<file path="src/rtl/bp_cfg_boot_sequencer.sv">
// bp_cfg_boot_sequencer
// Boot-time configuration walker. After a start request it visits every core
// and writes freeze=1, core id, CCE mode and boot PC over the config bus, then
// writes freeze=0 to every core. The config bus belongs to this block alone
// while busy_o is high. Every output is driven straight from a register.
module bp_cfg_boot_sequencer #(
  parameter int num_core_p       = 1,
  parameter int cfg_core_width_p = 8,
  parameter int cfg_addr_width_p = 16,
  parameter int cfg_data_width_p = 32,
  parameter logic [cfg_addr_width_p-1:0] freeze_addr_p   = 'h0,
  parameter logic [cfg_addr_width_p-1:0] core_id_addr_p  = 'h1,
  parameter logic [cfg_addr_width_p-1:0] cce_mode_addr_p = 'h2,
  parameter logic [cfg_addr_width_p-1:0] npc_addr_p      = 'h3
) (
  input  logic                        clk_i,
  input  logic                        reset_n_i,
  input  logic                        start_i,
  input  logic [cfg_data_width_p-1:0] cce_mode_i,
  input  logic [cfg_data_width_p-1:0] boot_pc_i,
  output logic                        cfg_v_o,
  input  logic                        cfg_ready_i,
  output logic [cfg_core_width_p-1:0] cfg_core_o,
  output logic [cfg_addr_width_p-1:0] cfg_addr_o,
  output logic [cfg_data_width_p-1:0] cfg_data_o,
  output logic                        busy_o,
  output logic                        done_o
);

  // A single-core configuration still gets a one-bit core counter.
  localparam int CoreCntW = (num_core_p > 1) ? $clog2(num_core_p) : 1;

  localparam logic [1:0] ST_IDLE     = 2'd0;
  localparam logic [1:0] ST_CFG      = 2'd1;
  localparam logic [1:0] ST_UNFREEZE = 2'd2;
  localparam logic [1:0] ST_DONE     = 2'd3;

  logic [1:0]                  r_state;
  logic [CoreCntW-1:0]         r_core_cnt;
  logic [1:0]                  r_reg_cnt;
  logic [cfg_data_width_p-1:0] r_mode;
  logic [cfg_data_width_p-1:0] r_pc;
  logic                        r_v;
  logic [cfg_core_width_p-1:0] r_core;
  logic [cfg_addr_width_p-1:0] r_addr;
  logic [cfg_data_width_p-1:0] r_data;
  logic                        r_busy;
  logic                        r_done;

  logic                        w_accept;
  logic                        w_last_core;
  logic                        w_last_reg;
  logic [CoreCntW-1:0]         w_core_inc;
  logic [CoreCntW-1:0]         w_next_core;
  logic [1:0]                  w_next_reg;
  logic [cfg_addr_width_p-1:0] w_next_addr;
  logic [cfg_data_width_p-1:0] w_next_data;

  // Work out which write the CFG walk presents after the current one is accepted.
  always_comb begin
    w_accept    = r_v & cfg_ready_i;
    w_last_core = (r_core_cnt == CoreCntW'(num_core_p - 1));
    w_last_reg  = (r_reg_cnt == 2'd3);
    w_core_inc  = r_core_cnt + CoreCntW'(1);
    w_next_core = r_core_cnt;
    w_next_reg  = 2'd0;
    w_next_addr = freeze_addr_p;
    w_next_data = cfg_data_width_p'(1);
    if (!w_last_reg) begin
      w_next_reg = r_reg_cnt + 2'd1;
    end else if (!w_last_core) begin
      w_next_core = w_core_inc;
    end
    case (w_next_reg)
      2'd0: begin
        w_next_addr = freeze_addr_p;
        w_next_data = cfg_data_width_p'(1);
      end
      2'd1: begin
        w_next_addr = core_id_addr_p;
        w_next_data = cfg_data_width_p'(w_next_core);
      end
      2'd2: begin
        w_next_addr = cce_mode_addr_p;
        w_next_data = r_mode;
      end
      default: begin
        w_next_addr = npc_addr_p;
        w_next_data = r_pc;
      end
    endcase
  end

  // Sequence state, counters and registered bus outputs; a reset aborts at once.
  always_ff @(posedge clk_i) begin
    if (!reset_n_i) begin
      r_state    <= ST_IDLE;
      r_core_cnt <= '0;
      r_reg_cnt  <= '0;
      r_mode     <= '0;
      r_pc       <= '0;
      r_v        <= 1'b0;
      r_core     <= '0;
      r_addr     <= '0;
      r_data     <= '0;
      r_busy     <= 1'b0;
      r_done     <= 1'b0;
    end else begin
      case (r_state)
        ST_IDLE, ST_DONE: begin
          if (start_i) begin
            r_mode     <= cce_mode_i;
            r_pc       <= boot_pc_i;
            r_core_cnt <= '0;
            r_reg_cnt  <= '0;
            r_state    <= ST_CFG;
            r_v        <= 1'b1;
            r_core     <= '0;
            r_addr     <= freeze_addr_p;
            r_data     <= cfg_data_width_p'(1);
            r_busy     <= 1'b1;
            r_done     <= 1'b0;
          end
        end
        ST_CFG: begin
          if (w_accept) begin
            if (w_last_reg && w_last_core) begin
              r_state    <= ST_UNFREEZE;
              r_core_cnt <= '0;
              r_reg_cnt  <= '0;
              r_core     <= '0;
              r_addr     <= freeze_addr_p;
              r_data     <= '0;
            end else begin
              r_core_cnt <= w_next_core;
              r_reg_cnt  <= w_next_reg;
              r_core     <= cfg_core_width_p'(w_next_core);
              r_addr     <= w_next_addr;
              r_data     <= w_next_data;
            end
          end
        end
        ST_UNFREEZE: begin
          if (w_accept) begin
            if (w_last_core) begin
              r_state    <= ST_DONE;
              r_core_cnt <= '0;
              r_v        <= 1'b0;
              r_core     <= '0;
              r_addr     <= '0;
              r_data     <= '0;
              r_busy     <= 1'b0;
              r_done     <= 1'b1;
            end else begin
              r_core_cnt <= w_core_inc;
              r_core     <= cfg_core_width_p'(w_core_inc);
              r_addr     <= freeze_addr_p;
              r_data     <= '0;
            end
          end
        end
        default: begin
          r_state <= ST_IDLE;
        end
      endcase
    end
  end

  assign cfg_v_o    = r_v;
  assign cfg_core_o = r_core;
  assign cfg_addr_o = r_addr;
  assign cfg_data_o = r_data;
  assign busy_o     = r_busy;
  assign done_o     = r_done;

endmodule

</file>
<file path="config.mk">
export PLATFORM = sky130hd
export DESIGN_NAME = bp_cfg_boot_sequencer
export DESIGN_NICKNAME = d
export VERILOG_FILES = /design/src/rtl/bp_cfg_boot_sequencer.sv
export SDC_FILE = /design/constraint.sdc
export NUM_CORES = 1
export LEC_CHECK = 0
export CORE_ASPECT_RATIO = 1.4
export CORE_MARGIN = 2
export CORE_UTILIZATION = 48
export CTS_BUF_LIST = sky130_fd_sc_hd__clkbuf_16
export DETAILED_ROUTE_END_ITERATION = 10
export MAX_ROUTING_LAYER = met4
export PLACE_DENSITY = 0.84
export SYNTH_ARGS = -nofsm -noshare
export SYNTH_HDL_FRONTEND = slang
export SYNTH_SLANG_ARGS = --single-unit
</file>
<file path="constraint.sdc">
create_clock -name clk_i -period 2.5 [get_ports clk_i]
set_input_delay 0.75 -clock clk_i [delete_from_list [all_inputs] [get_ports clk_i]]
set_output_delay 0.75 -clock clk_i [all_outputs]
set_load 0.05 [all_outputs]
</file>
==> impl_metrics.env, run 1 <==
export IMPL_slew_violations=0
export IMPL_critical_path_class="reg -> out"
export IMPL_area_growth_pct=29.94
export IMPL_slowest_delay_ps=840
export IMPL_dp_final_hpwl_um=7311
export IMPL_crit_path_top_delay_cell="clkdlybuf4s50_1"
export IMPL_post_cts_resized=0
export IMPL_whs_ps=455.8
export IMPL_grt_ovfl_total=0
export IMPL_drive_gt1_frac=0.06297
export IMPL_routedWlPerCell_um=13.69
export IMPL_mappedNetlistArea_sq_um=4492
export IMPL_cts_root_buf="clkbuf_16"
export IMPL_core_sq_um=9080
export IMPL_htreeDepth=3
export IMPL_critical_path_buf_inv_count=1
export IMPL_period_share=0.9310
export IMPL_worst_slack_ps=172.4
export IMPL_gp_congestion=0.8078
export IMPL_rsz0062_at_grt="false"
export IMPL_crit_required_ps=1750
export IMPL_avgSynthCellArea_sq_um=7.691
export IMPL_die_h_um=118.5
export IMPL_ant_nets=0
export IMPL_fillers=780
export IMPL_fin_skew_ps=10.29
export IMPL_tightest_slew_ps=540.2
export IMPL_synth_top_family_by_area="simple AND/OR/NAND/NOR gates"
export IMPL_synth_compound_area_share=0.1981
export IMPL_critPathMaxFanout=5
export IMPL_setup_viol=0
export IMPL_syn_inst=584
export IMPL_hold_path_class="reg -> reg"
export IMPL_placed_area_sq_um=5503
export IMPL_clockBufferDepth=2
export IMPL_clk_pin_slew_ps=70
export IMPL_endpoint_kind="output pin"
export IMPL_power_density_nw_per_um2=924.7
export IMPL_post_route_cell_area_sq_um=5837
export IMPL_n_antenna_cell=0
export IMPL_cts_inserted_buffers=9
export IMPL_cap_violations=0
export IMPL_grt_max_degree=65
export IMPL_multi_input_area_sq_um=2059
export IMPL_dr_pass1_iters=8
export IMPL_arrival_ps=1580
export IMPL_pin_count=127
export IMPL_synth_yosys_seq_area_share=0.4680
export IMPL_ir_worst_vdd_mv=0.5118
export IMPL_cp_top_family="buffers and inverters"
export IMPL_drc=6
export IMPL_antenna_found_initial=0
export IMPL_pre_cts_ws_ps=235.6
export IMPL_clk_latency_ps=330
export IMPL_hold_buffers=0
export IMPL_synth_cell_types=34
export IMPL_violations="design-rule violations"
export IMPL_outcome="complete, but fails checks"
export IMPL_seq_area_sq_um=2102
export IMPL_ys_warn_count=0
export IMPL_io_buffers=105
export IMPL_synth_xor_area_frac=0
export IMPL_routed_via_density=5.252
export IMPL_startpoint_type="register"
export IMPL_postCtsSetupRepairBufs=0
export IMPL_tns_ps=0
export IMPL_die_area_sq_um=10160
export IMPL_die_w_um=85.76
export IMPL_nets=736
export IMPL_totalWireLength_um=10600
export IMPL_start_util=0.4947
export IMPL_hold_viol=0
export IMPL_worstPathCellList="clkdlybuf4s50_1"
export IMPL_synthSimpleGateAreaFrac=0.2206
export IMPL_first_global_vias=3921
export IMPL_synthMuxAreaShare=0.002228
export IMPL_num_vias=4065
export IMPL_period_needed_ps=2328
export IMPL_yosys_register_bits=105
export IMPL_grt_first_pass_wirelength_um=17680
export IMPL_drt_first_iter_violations=235
export IMPL_cts_tree="done"
export IMPL_clock_fmax_mhz=429.6
export IMPL_row_count=41
export IMPL_synthAdderAreaFrac=0.01671
export IMPL_power_mw=5.397
export IMPL_leakage_nw=2.107
export IMPL_cts_sinks=105
export IMPL_slew_headroom=0.6388
export IMPL_grt_total_usage=0.2192
==> metrics by stage <==
step                      instances  utilization
after floorplan                 604            -
after global routing            774       0.6428
after detailed placement        758       0.6060
after CTS                       774       0.6428
final                           774       0.6428
after global placement          758       0.6060
==> state kept, by name, summed over array words and instances, names as in the netlist <==
register and cells:
r_reg_cnt 2, r_pc 32, r_mode 32, cfg_data_o 32, r_core_cnt 1, busy_o 1, r_state 2, done_o 1
cfg_addr_o 2
==> worst paths after layout <==
| kind | startpoint | endpoint | slack, ps | cells after the start |
|---|---|---|---|---|
| worst min register to register | r_mode[12] | r_mode[12] | 460 | 2 |
| worst min-delay path | r_mode[12] | r_mode[12] | 460 | 2 |
| worst max-delay path | r_core_cnt | cfg_core_o[0] | 170 | 1 |
| worst max register to register | r_state[0] | cfg_data_o[11] | 560 | 7 |
==> final cells by class <==
class | instances | share of cell area
tap | 107 | 0.02294
timing repair buffer | 115 | 0.2036
inverter | 5 | 0.003215
sequential | 105 | 0.3601
clock buffer | 9 | 0.03859
multi-input combinational | 426 | 0.3528
clock inverter | 7 | 0.01865
==> report_power, final <==
| part | total (mW) | switching (mW) | internal [mW] |
|---|---|---|---|
| sequential | 2.07 | 0.145 | 1.92 |
| combinational | 1.79 | 1.19 | 0.604 |
| clock | 1.54 | 0.638 | 0.899 |
| total | 5.40 | 1.97 | 3.42 |
==> per-layer routing <==
metal	vias up	track usage	wire length (um)
met1	1860	0.2359	4128
li1	2029	-	-
met2	151	0.3911	5675
met5	-	-	0
met4	0	0.09722	247
met3	25	0.03282	547
==> placed cells by master (no fill, tap or decap), types with 2 or more instances in the layout <==
master and instances:
a21oi_1 76, nor3_1 2, inv_1 4, buf_4 5, a22oi_2 10, bufinv_16 2, nor2b_1 2, nand3b_1 2
nand2_1 198, conb_1 21, buf_12 5, clkbuf_16 9, dfxtp_1 105, clkinv_4 2, a22oi_1 20, ha_1 5
o21ai_0 33, clkdlybuf4s50_1 105, inv_8 2, nor2_1 36, a21o_1 2, nand3_1 3
==> cells in the mapped netlist, drive strengths merged <==
master,instances,area [sq um]
ha,6,75.07
a32o,1,10.01
buf,44,311.6
nor2,36,135.1
nand2,199,747.0
mux2i,1,10.01
nand3,3,15.01
o211ai,1,7.510
and2,1,6.260
a21o,2,15.01
or2,1,6.260
inv,5,18.77
nand2b,1,6.260
nor2b,3,26.27
a21oi,76,380.4
a211oi,1,7.510
nand3b,2,15.01
clkbuf,24,90.09
a31oi,1,6.260
a221oi,1,8.760
nand4b,1,8.760
a211o,1,8.760
dfxtp,105,2102
a22oi,30,275.3
o21ai,34,170.2
conb,1,3.750
nor3,2,10.01
nor4b,1,15.01
==> kinds of logic (layout without fill, tap and decap cells) <==
kind of cell,Yosys count,count (layout)
AO/OA/AOI/OAI,148,148
adder cells (fa/ha/maj),6,6
buffers and inverters,73,136
flip-flops,105,105
multiplexers,1,1
other,1,21
AND/OR/NAND/NOR,250,250
(Power assumes the default switching activity.)
==> run 2: changes to the inputs <==
--- a/config.mk
+++ b/config.mk
@@ -12,6 +12,7 @@
 export DETAILED_ROUTE_END_ITERATION = 10
 export MAX_ROUTING_LAYER = met4
 export PLACE_DENSITY = 0.84
+export SKIP_CTS_REPAIR_TIMING = 1
 export SYNTH_ARGS = -nofsm -noshare
 export SYNTH_HDL_FRONTEND = slang
 export SYNTH_SLANG_ARGS = --single-unit
==> results of run 2 <==
Final layout, timing and power as in run 1 (identical DEF).
==> run 3: changes to the inputs <==
--- a/config.mk
+++ b/config.mk
@@ -16,3 +16,4 @@
 export SYNTH_ARGS = -nofsm -noshare
 export SYNTH_HDL_FRONTEND = slang
 export SYNTH_SLANG_ARGS = --single-unit
+export TNS_END_PERCENT = 50
==> results of run 3 <==
Final layout, timing and power as in run 1 (identical DEF).
